--- config.mk ---
export PLATFORM = sky130hd
export DESIGN_NAME = car_collision_detect
export DESIGN_NICKNAME = d
export VERILOG_FILES = /design/src/rtl/car_collision_detect.sv
export SDC_FILE = /design/constraint.sdc
export NUM_CORES = 1
export LEC_CHECK = 0
export BUFFER_PORTS_ARGS = -buffer_cell sky130_fd_sc_hd__buf_2
export CORE_UTILIZATION = 50
export DETAILED_ROUTE_END_ITERATION = 10
export PLACE_DENSITY = 0.84
export SLEW_MARGIN = 10
export SYNTH_ARGS = -nofsm -noshare
export SYNTH_HDL_FRONTEND = slang
export SYNTH_SLANG_ARGS = --single-unit
--- constraint.sdc ---
create_clock -name i_Clk -period 12.7 [get_ports i_Clk]
set_clock_uncertainty 0.2 [all_clocks]
set_input_delay 1.27 -clock i_Clk [delete_from_list [all_inputs] [get_ports i_Clk]]
set_output_delay 1.27 -clock i_Clk [all_outputs]
set_load 0.1 [all_outputs]
--- src/rtl/car_collision_detect.sv ---
// Collision detector: snapshots the car bus and the frog position on request,
// scans the cars one per clock for overlap, and keeps the life counter.
module car_collision_detect #(
    parameter int c_NUM_CARS  = 10,
    parameter int c_CAR_WIDTH = 2,
    parameter int c_LIVES     = 3
) (
    input  logic        i_Clk,
    input  logic        i_Rst,
    input  logic [59:0] i_Car_X,
    input  logic [59:0] i_Car_Y,
    input  logic [5:0]  i_Frog_X,
    input  logic [5:0]  i_Frog_Y,
    input  logic        i_Scan_Start,
    input  logic        i_Lives_Reload,
    output logic        o_Busy,
    output logic        o_Done,
    output logic        o_Hit,
    output logic [3:0]  o_Hit_Car,
    output logic [2:0]  o_Lives,
    output logic        o_Game_Over
);

    typedef enum logic [1:0] {
        IDLE   = 2'd0,
        SCAN   = 2'd1,
        REPORT = 2'd2
    } state_t;

    localparam logic [3:0] c_LAST_CAR   = 4'(c_NUM_CARS - 1);
    localparam logic [2:0] c_LIVES_INIT = 3'(c_LIVES);

    // Right edge is formed in 7 bits so a car near X = 63 cannot wrap to a small value.
    function automatic logic car_overlaps(input logic [5:0] car_x, input logic [5:0] car_y,
                                          input logic [5:0] frog_x, input logic [5:0] frog_y);
        logic [6:0] right_edge;
        right_edge = {1'b0, car_x} + 7'(c_CAR_WIDTH);
        return (car_y == frog_y) && (car_x <= frog_x) && ({1'b0, frog_x} < right_edge);
    endfunction

    state_t      state_r, state_s;
    logic [3:0]  idx_r, idx_s;
    logic        hit_r, hit_s;
    logic [3:0]  hit_car_r, hit_car_s;
    logic        load_s;
    logic [59:0] snap_x_r, snap_y_r;
    logic [5:0]  frog_x_r, frog_y_r;
    logic [5:0]  cur_x_s, cur_y_s;
    logic        cur_hit_s;
    logic [2:0]  lives_s;

    // Select the snapshot entry of the car under test.
    always_comb begin
        cur_x_s = 6'd0;
        cur_y_s = 6'd0;
        for (int k = 0; k < c_NUM_CARS; k++) begin
            cur_x_s = (idx_r == 4'(k)) ? snap_x_r[k*6 +: 6] : cur_x_s;
            cur_y_s = (idx_r == 4'(k)) ? snap_y_r[k*6 +: 6] : cur_y_s;
        end
        cur_hit_s = car_overlaps(cur_x_s, cur_y_s, frog_x_r, frog_y_r);
    end

    // Next-state logic for the scan sequencer.
    always_comb begin
        state_s   = state_r;
        idx_s     = idx_r;
        hit_s     = hit_r;
        hit_car_s = hit_car_r;
        load_s    = 1'b0;
        case (state_r)
            IDLE: begin
                if (i_Scan_Start) begin
                    load_s    = 1'b1;
                    idx_s     = 4'd0;
                    hit_s     = 1'b0;
                    hit_car_s = 4'd0;
                    state_s   = SCAN;
                end else begin
                    state_s = IDLE;
                end
            end
            SCAN: begin
                if (cur_hit_s) begin
                    hit_s     = 1'b1;
                    hit_car_s = idx_r;
                    state_s   = REPORT;
                end else if (idx_r == c_LAST_CAR) begin
                    hit_s     = 1'b0;
                    hit_car_s = 4'd0;
                    state_s   = REPORT;
                end else begin
                    idx_s = idx_r + 4'd1;
                end
            end
            REPORT: begin
                state_s = IDLE;
            end
            default: begin
                state_s = IDLE;
            end
        endcase
    end

    // Reload has priority over the hit decrement; the counter saturates at zero.
    always_comb begin
        lives_s = o_Lives;
        if (i_Lives_Reload) begin
            lives_s = c_LIVES_INIT;
        end else if ((state_r == REPORT) && hit_r && (o_Lives != 3'd0)) begin
            lives_s = o_Lives - 3'd1;
        end else begin
            lives_s = o_Lives;
        end
    end

    // Sequencer state, scan index and pending result.
    always_ff @(posedge i_Clk or posedge i_Rst) begin
        if (i_Rst) begin
            state_r   <= IDLE;
            idx_r     <= 4'd0;
            hit_r     <= 1'b0;
            hit_car_r <= 4'd0;
        end else begin
            state_r   <= state_s;
            idx_r     <= idx_s;
            hit_r     <= hit_s;
            hit_car_r <= hit_car_s;
        end
    end

    // Snapshot of the bus and frog, taken only when a scan is accepted.
    always_ff @(posedge i_Clk or posedge i_Rst) begin
        if (i_Rst) begin
            snap_x_r <= 60'd0;
            snap_y_r <= 60'd0;
            frog_x_r <= 6'd0;
            frog_y_r <= 6'd0;
        end else if (load_s) begin
            snap_x_r <= i_Car_X;
            snap_y_r <= i_Car_Y;
            frog_x_r <= i_Frog_X;
            frog_y_r <= i_Frog_Y;
        end
    end

    // Registered status and result outputs.
    always_ff @(posedge i_Clk or posedge i_Rst) begin
        if (i_Rst) begin
            o_Busy      <= 1'b0;
            o_Done      <= 1'b0;
            o_Hit       <= 1'b0;
            o_Hit_Car   <= 4'd0;
            o_Lives     <= c_LIVES_INIT;
            o_Game_Over <= 1'b0;
        end else begin
            o_Busy      <= (state_s != IDLE);
            o_Done      <= (state_r == REPORT);
            o_Lives     <= lives_s;
            o_Game_Over <= (lives_s == 3'd0);
            if (state_r == REPORT) begin
                o_Hit     <= hit_r;
                o_Hit_Car <= hit_car_r;
            end
        end
    end

endmodule

==> run_results.csv, run 1 <==
group,metric,value,unit
worst_setup_path,path_common_cell,"ha_1",
global_route,grt_max_degree,118,
clock_network,cts_hold_buf,0,
timing,fin_crit,5.28,ns
logic_synthesis,synth_seq_cells,154,
finish,syn_to_final_growth,17.5,%
logic_synthesis,synth.distinct_cells,65,
flow_run,maxCapViolations,0,
global_route,grt_pass1_wl,32500,um
worst_setup_path,end_kind,"register",
global_route,antenna_found_initial,0,
floorplan,ios,147,
place,dp.final_hpwl,14200,um
outcome,outcome,"completed",
detailed_routing,dr.pass1.iters,6,
pwr,irDropWorstVdd,151,uV
timing,tns,0,ns
floorplan,core,15200,sq um
floorplan,die-area,16100,sq um
timing,setup_viol,0,
worst_setup_path,path_delay_family,"simple AND/OR/NAND/NOR gates",
global_route,grt_pass1_vias,6342,
clock_network,insertion_delay,0.44,ns
clock_network,clkSinkCount,154,
timing,finalWorstSetupSlack,7.42,ns
clock_network,clk_pin_slew_worst_paths,0.06,ns
clock_network,htreeDepth,4,
detailed_routing,vias,6903,
logic_synthesis,yosysWarnings,0,
worst_setup_path,crit_type,"reg -> reg",
worst_setup_path,worstPathMaxFanout,45,
logic_synthesis,async_flop_share,100,%
worst_setup_path,critPathBufInv,2,
floorplan,start_util,51.2,%
timing,finalHoldViolations,0,
timing,grt_setup_unrepaired,"no",
clock_network,tritoncts,"built",
clock_network,cts_resized,0,
worst_setup_path,cp.arrival,5.39,ns
finish,final_cell_mix,"394 x nand2_1, 152 x dfrtp_1, 146 x buf_2",
worst_setup_path,cpPeakStageDelay,0.66,ns
place,portBuffers,146,
timing,finalMaxSlewViolations,0,
logic_synthesis,synthesis.nets,1080,
finish,final_nets,1190,
logic_synthesis,netlist_instances,925,
detailed_routing,wire_per_inst,16.5,um
clock_network,post_cts_buffers,0,
logic_synthesis,syn_area_per_cell,8.41,sq um
logic_synthesis,synth_edf_count,0,
global_route,overflow,0,
finish,drive_gt1_share,19.5,%
timing,max_freq,190,MHz
finish,final_common_cell,"nand2_1",
logic_synthesis,synth_ff_type,"dfrtp_1",
timing,fin_crit_sh,41.5,%
logic_synthesis,yosysTopAreaCell,"dfrtp_1",
timing,tightest_slew,1.12,ns
pwr,p_leak,4.72,nW
worst_setup_path,worstPathCellList,"inv_1, ha_1, buf_4, and3b_1, nand2_1, a2bb2oi_1, ha_1, nor2b_1, o21ai_0, nand2b_1, a2111oi_0, nor2_1, nor4_1, and4_1, nor3_2, mux2_4",
finish,num_antenna_cells,0,
floorplan,rows,45,
global_route,track_usage,26.4,%
detailed_routing,route.detailed.drc,0,
detailed_routing,avgViaCountPerCell,5.58,
floorplan,die_x,127,um
timing,max_slew_margin,25.4,%
detailed_routing,wirelength,20400,um
logic_synthesis,ys_seq_area_share,49.6,%
detailed_routing,drt-initial-drc-count,731,
clock_network,clock-root-buffer,"clkbuf_16",
worst_setup_path,cp-start-kind,"register",
place,gp_congestion,0.891,
worst_setup_path,critPathSlowestCell,"and3b_1",
detailed_routing,ant_nets,0,
timing,hold_ws,0.277,ns
worst_setup_path,required,12.81,ns
logic_synthesis,synthTopCellsByArea,"dfrtp_1 49%, nand2_1 19%, ha_1 3.1%",
place,pre_cts_slack,7.52,ns
logic_synthesis,syn-cell-area,7780,sq um
min_path,hp-class,"reg -> reg",
pwr,power_density,273,nW/um^2
clock_network,numCtsBuffers,17,
floorplan,die_h,127,um
clock_network,clk_path_buf_depth,2,
logic_synthesis,synth_top_area_share,48.9,%
per-stage QoR:
step           instances  power, mW  area, sq um  utilization, %
2_1_floorplan        925       1.68         7780               -
3_3_place_gp        1204       1.92         8540            56.1
3_5_place_dp        1204       1.95         8540            56.1
4_1_cts             1236       2.49         9150            60.2
5_1_grt             1236       2.68         9150            60.2
6_report            1236       2.50         9150            60.2
metal layers:
| layer | vias to the layer above | share of wire, % | track usage, % | wire length [um] |
|---|---|---|---|---|
| met3 | 40 | 8.7 | 6.16 | 1780 |
| met1 | 3214 | 46 | 38.3 | 9380 |
| met2 | 359 | 43 | 38.4 | 8780 |
| met5 | - | 0 | 0 | 0 |
| li1 | 3290 | - | - | - |
| met4 | 0 | 2.0 | 10.5 | 415 |
worst register-to-register path, cell delays in order, from the launching register on:
cell       delay (ns)
dfrtp_1          0.43
inv_1            0.12
ha_1             0.41
buf_4            0.46
and3b_1          0.67
nand2_1          0.13
a2bb2oi_1        0.37
ha_1             0.33
nor2b_1          0.13
o21ai_0          0.13
nand2b_1         0.07
a2111oi_0        0.40
nor2_1           0.13
nor4_1           0.27
and4_1           0.45
nor3_2           0.11
mux2_4           0.33
worst paths after layout:
kind / slack (ns) / startpoint / cells after the start / end
worst max-delay path: 7.42 / idx_r[1]$_DFFE_PP0P_ / 16 / idx_r[1]$_DFFE_PP0P_
worst max register to register: 7.42 / idx_r[1]$_DFFE_PP0P_ / 16 / idx_r[1]$_DFFE_PP0P_
max in group asynchronous: 10.16 / i_Rst / 3 / snap_x_r[0]$_DFFE_PP0P_
worst min register to register: 0.28 / snap_y_r[26]$_DFFE_PP0P_ / 2 / snap_y_r[26]$_DFFE_PP0P_
worst min-delay path: 0.28 / snap_y_r[26]$_DFFE_PP0P_ / 2 / snap_y_r[26]$_DFFE_PP0P_
min in group asynchronous: 0.73 / i_Rst / 2 / snap_y_r[13]$_DFFE_PP0P_
synthesized netlist by cell type (7+ instances only):
cell	instances
o22ai_1	7
dfrtp_1	152
nor2b_1	20
a21oi_1	37
clkbuf_1	45
ha_1	19
buf_2	10
nand2b_1	7
nor3b_1	7
o21ai_0	42
nand2_1	395
a221oi_1	10
nand3b_1	11
inv_1	25
nor2_1	20
power by group:
part / leakage (nW) / switching [mW] / internal, mW
registers: 1.93 / 0.189 / 0.712
logic: 2.50 / 0.652 / 0.420
clock network: 0.290 / 0.209 / 0.316
total: 4.72 / 1.05 / 1.45
layout make-up:
type | instances | area, sq um
clock buffer | 19 | 443
clock inverter | 13 | 166
fill | 1299 | 6060
inverter | 25 | 98.8
multi-input combinational | 685 | 3570
sequential | 154 | 3860
tap | 188 | 235
timing repair buffer | 152 | 776
registers in the layout, indices dropped and copies added, names as in the netlist:
name	flops
o_Hit_Car	4
idx_r	4
snap_y_r	60
hit_car_r	4
o_Done	1
frog_x_r	6
snap_x_r	60
state_r	2
hit_r	1
o_Busy	1
o_Hit	1
o_Game_Over	1
frog_y_r	6
o_Lives	3
cells by family (layout without fill, tap and decap cells):
group	count (synthesis)	count (layout)	share of synthesized area (%)
compound gates	162	162	14.4
fa+ha+maj	19	19	3.06
mux	6	6	0.916
xor+xnor	7	7	0.788
buf+inv	86	209	4.70
simple gates	491	491	26.6
flops	154	154	49.6
Power figures use the tool's default switching activity.
==> inputs of run 2 (changes only) <==
PLACE_DENSITY = 0.87   (was 0.84)
clock period = 4.4 ns   (was 12.7 ns; I/O delays follow)
==> run 2 against run 1 <==
  * Combinational power rose to 3.2 times the previous value
  * Fmax up 24%
  * Routed wire length up 4.4%
  * Largest power group unchanged
  * Utilization up 2.9 points
  * Critical path type unchanged
  * Register-to-register slack worse by 7.3 ns
  * Design area up 4.7%
  * Sequential share of layout area down 1.9 points
==> run_results.csv, run 2 (synthesis gave the netlist of run 1 again) <==
group,metric,value,unit
pwr,irDropWorstVdd,479,uV
min_path,hold_end,"snap_y_r[6]$_DFFE_PP0P_",
pwr,p_clk_share,20.2,%
finish,final_cell_mix,"394 x nand2_1, 150 x dfrtp_1, 146 x buf_2",
flow_run,maxCapViolations,0,
timing,setup_viol,0,
timing,fin_crit,4.26,ns
finish,final_nets,1234,
floorplan,die_h,127,um
finish,final_util,63.0,%
worst_setup_path,r2r-end,"idx_r[1]$_DFFE_PP0P_",
detailed_routing,wire_per_inst,16.6,um
detailed_routing,vias,7083,
floorplan,core,15200,sq um
global_route,met3_usage,5.53,%
min_path,min_from,"i_Car_Y[6]",
worst_setup_path,critPathBufInv,4,
detailed_routing,ant_nets,0,
timing,finalMaxSlewViolations,0,
finish,num_antenna_cells,0,
floorplan,die_x,127,um
finish,drive_gt1_share,21.6,%
clock_network,tritoncts,"built",
global_route,antenna_found_initial,0,
timing,finalWorstSetupSlack,0.139,ns
worst_setup_path,path_delay_family,"simple AND/OR/NAND/NOR gates",
global_route,grt_pass1_wl,34200,um
timing,max_slew_margin,39.5,%
pwr,p_switching,3.12,mW
worst_setup_path,cp.arrival,4.37,ns
global_route,track_usage,27.7,%
pwr,comb_power_share,45.6,%
floorplan,start_util,51.2,%
timing,max_freq,235,MHz
global_route,grt.busiest_layer,"met2",
detailed_routing,drt-initial-drc-count,739,
min_path,hp-class,"in -> reg",
clock_network,clk_path_buf_depth,2,
worst_setup_path,cp.depth,16,
place,pre_cts_slack,0.0124,ns
outcome,outcome,"completed",
worst_setup_path,worstPathMaxFanout,21,
min_path,hold_depth,3,
place,dp.final_hpwl,14700,um
pwr,p_leak,4.93,nW
pwr,power_frac_seq,34.2,%
worst_setup_path,crit_type,"reg -> reg",
worst_setup_path,startpoint,"idx_r[0]$_DFFE_PP0P_",
global_route,grt_max_degree,155,
worst_setup_path,crit-reg2reg-launch,"idx_r[0]$_DFFE_PP0P_",
pwr,p_int,4.41,mW
timing,tightest_slew,0.908,ns
worst_setup_path,cp-start-kind,"register",
detailed_routing,dr.pass1.iters,6,
clock_network,clkSinkCount,154,
global_route,use_met2,41.4,%
floorplan,die-area,16100,sq um
global_route,grt_pass1_vias,6633,
detailed_routing,route.detailed.drc,0,
detailed_routing,wirelength,21300,um
global_route,grt_use_met1,41.2,%
place,portBuffers,146,
worst_setup_path,r2r_setup_slack,0.14,ns
global_route,overflow,0,
clock_network,clock-root-buffer,"clkbuf_16",
worst_setup_path,worstPathCellList,"buf_4, ha_4, buf_6, buf_4, a221o_1, a211oi_1, o41ai_4, ha_1, or3_1, o221ai_1, nor2_1, nor4_1, and4_1, buf_4, nor3_2, mux2_4",
pwr,power_density,786,nW/um^2
place,gp_congestion,0.916,
timing,finalHoldViolations,0,
finish,final_common_cell,"nand2_1",
clock_network,insertion_delay,0.42,ns
worst_setup_path,path_common_cell,"buf_4",
worst_setup_path,required,4.51,ns
clock_network,numCtsBuffers,17,
timing,fin_crit_sh,96.9,%
worst_setup_path,critPathSlowestCell,"dfrtp_2",
floorplan,rows,45,
worst_setup_path,reg2reg_depth,16,
worst_setup_path,cpPeakStageDelay,0.42,ns
finish,fillCellCount,1244,
floorplan,ios,147,
finish,syn_to_final_growth,23.1,%
clock_network,htreeDepth,4,
pwr,swShare,41.4,%
clock_network,clk_pin_slew_worst_paths,0.06,ns
detailed_routing,avgViaCountPerCell,5.54,
finish,reg_top3,"snap_x_r (60), snap_y_r (60)",
worst_setup_path,end_kind,"register",
[run 2: cell types whose count changed in the layout (fill, tap and decap cells not counted), sizes merged]
| cell | delta |
|---|---|
| buf | +25 |
| dlygate4sd3 | +19 |
| inv | -4 |
| clkinv | +3 |
| bufinv | +1 |
| clkbuf | -1 |
[run 2: timing repair]
| action | CTS | global route |
|---|---|---|
| hold endpoints to repair | 19 | 0 |
| hold buffers | 19 | 0 |
| buffers inserted | 0 | 1 |
| setup endpoints to repair | 4 | 10 |
| gates resized for setup | 1 | 13 |
[run 2: area by class of cell]
| type | count | area (sq um) | area share (%) |
|---|---|---|---|
| clock inverters | 13 | 178 | 1.85 |
| multi-input cells | 685 | 3610 | 37.7 |
| flip-flops and latches | 154 | 3860 | 40.3 |
| repair buffers | 196 | 1170 | 12.2 |
| inverters | 25 | 97.6 | 1.02 |
| clock buffers | 18 | 429 | 4.48 |
| well taps | 188 | 235 | 2.46 |
[run 2: stage by stage]
stage	total power [mW]	instance area (sq um)	setup TNS (ns)	instances	hold slack, ns
2_1_floorplan	4.86	7780	0	925	0.238
3_3_place_gp	5.71	8730	0	1228	0.259
3_5_place_dp	5.81	8730	0	1228	0.264
4_1_cts	7.39	9530	0	1278	0.0000607
5_1_grt	8.07	9580	-0.0106	1279	0.00211
6_report	7.53	9580	0	1279	0.00851
[run 2: worst min-delay path, stage by stage]
cell     delay, ns
buf_2         0.07
nand2_1       0.04
nand2_1       0.04
[run 2: worst max path at each step]
stage                                 endpoint  slack [ns]
after floorplan           idx_r[1]$_DFFE_PP0P_        0.13
final                     idx_r[1]$_DFFE_PP0P_        0.14
after detailed placement  idx_r[1]$_DFFE_PP0P_        0.01
after global placement    idx_r[1]$_DFFE_PP0P_        0.19
after CTS                 idx_r[1]$_DFFE_PP0P_        0.06
after global routing      idx_r[1]$_DFFE_PP0P_       -0.01
[run 2: metal layers]
layer / vias up / wire length (um)
met2: 309 / 9410
met4: 0 / 345
met1: 3369 / 9920
li1: 3372 / -
met5: - / 0
met3: 33 / 1580
[run 2: power by group through the flow]
stage	Clock [mW]	Combinational, mW	Sequential (mW)
2_1_floorplan	0	2.38	2.47
3_3_place_gp	0	3.17	2.54
3_5_place_dp	0	3.26	2.54
4_1_cts	1.53	3.31	2.54
5_1_grt	1.60	3.84	2.62
6_report	1.52	3.43	2.57
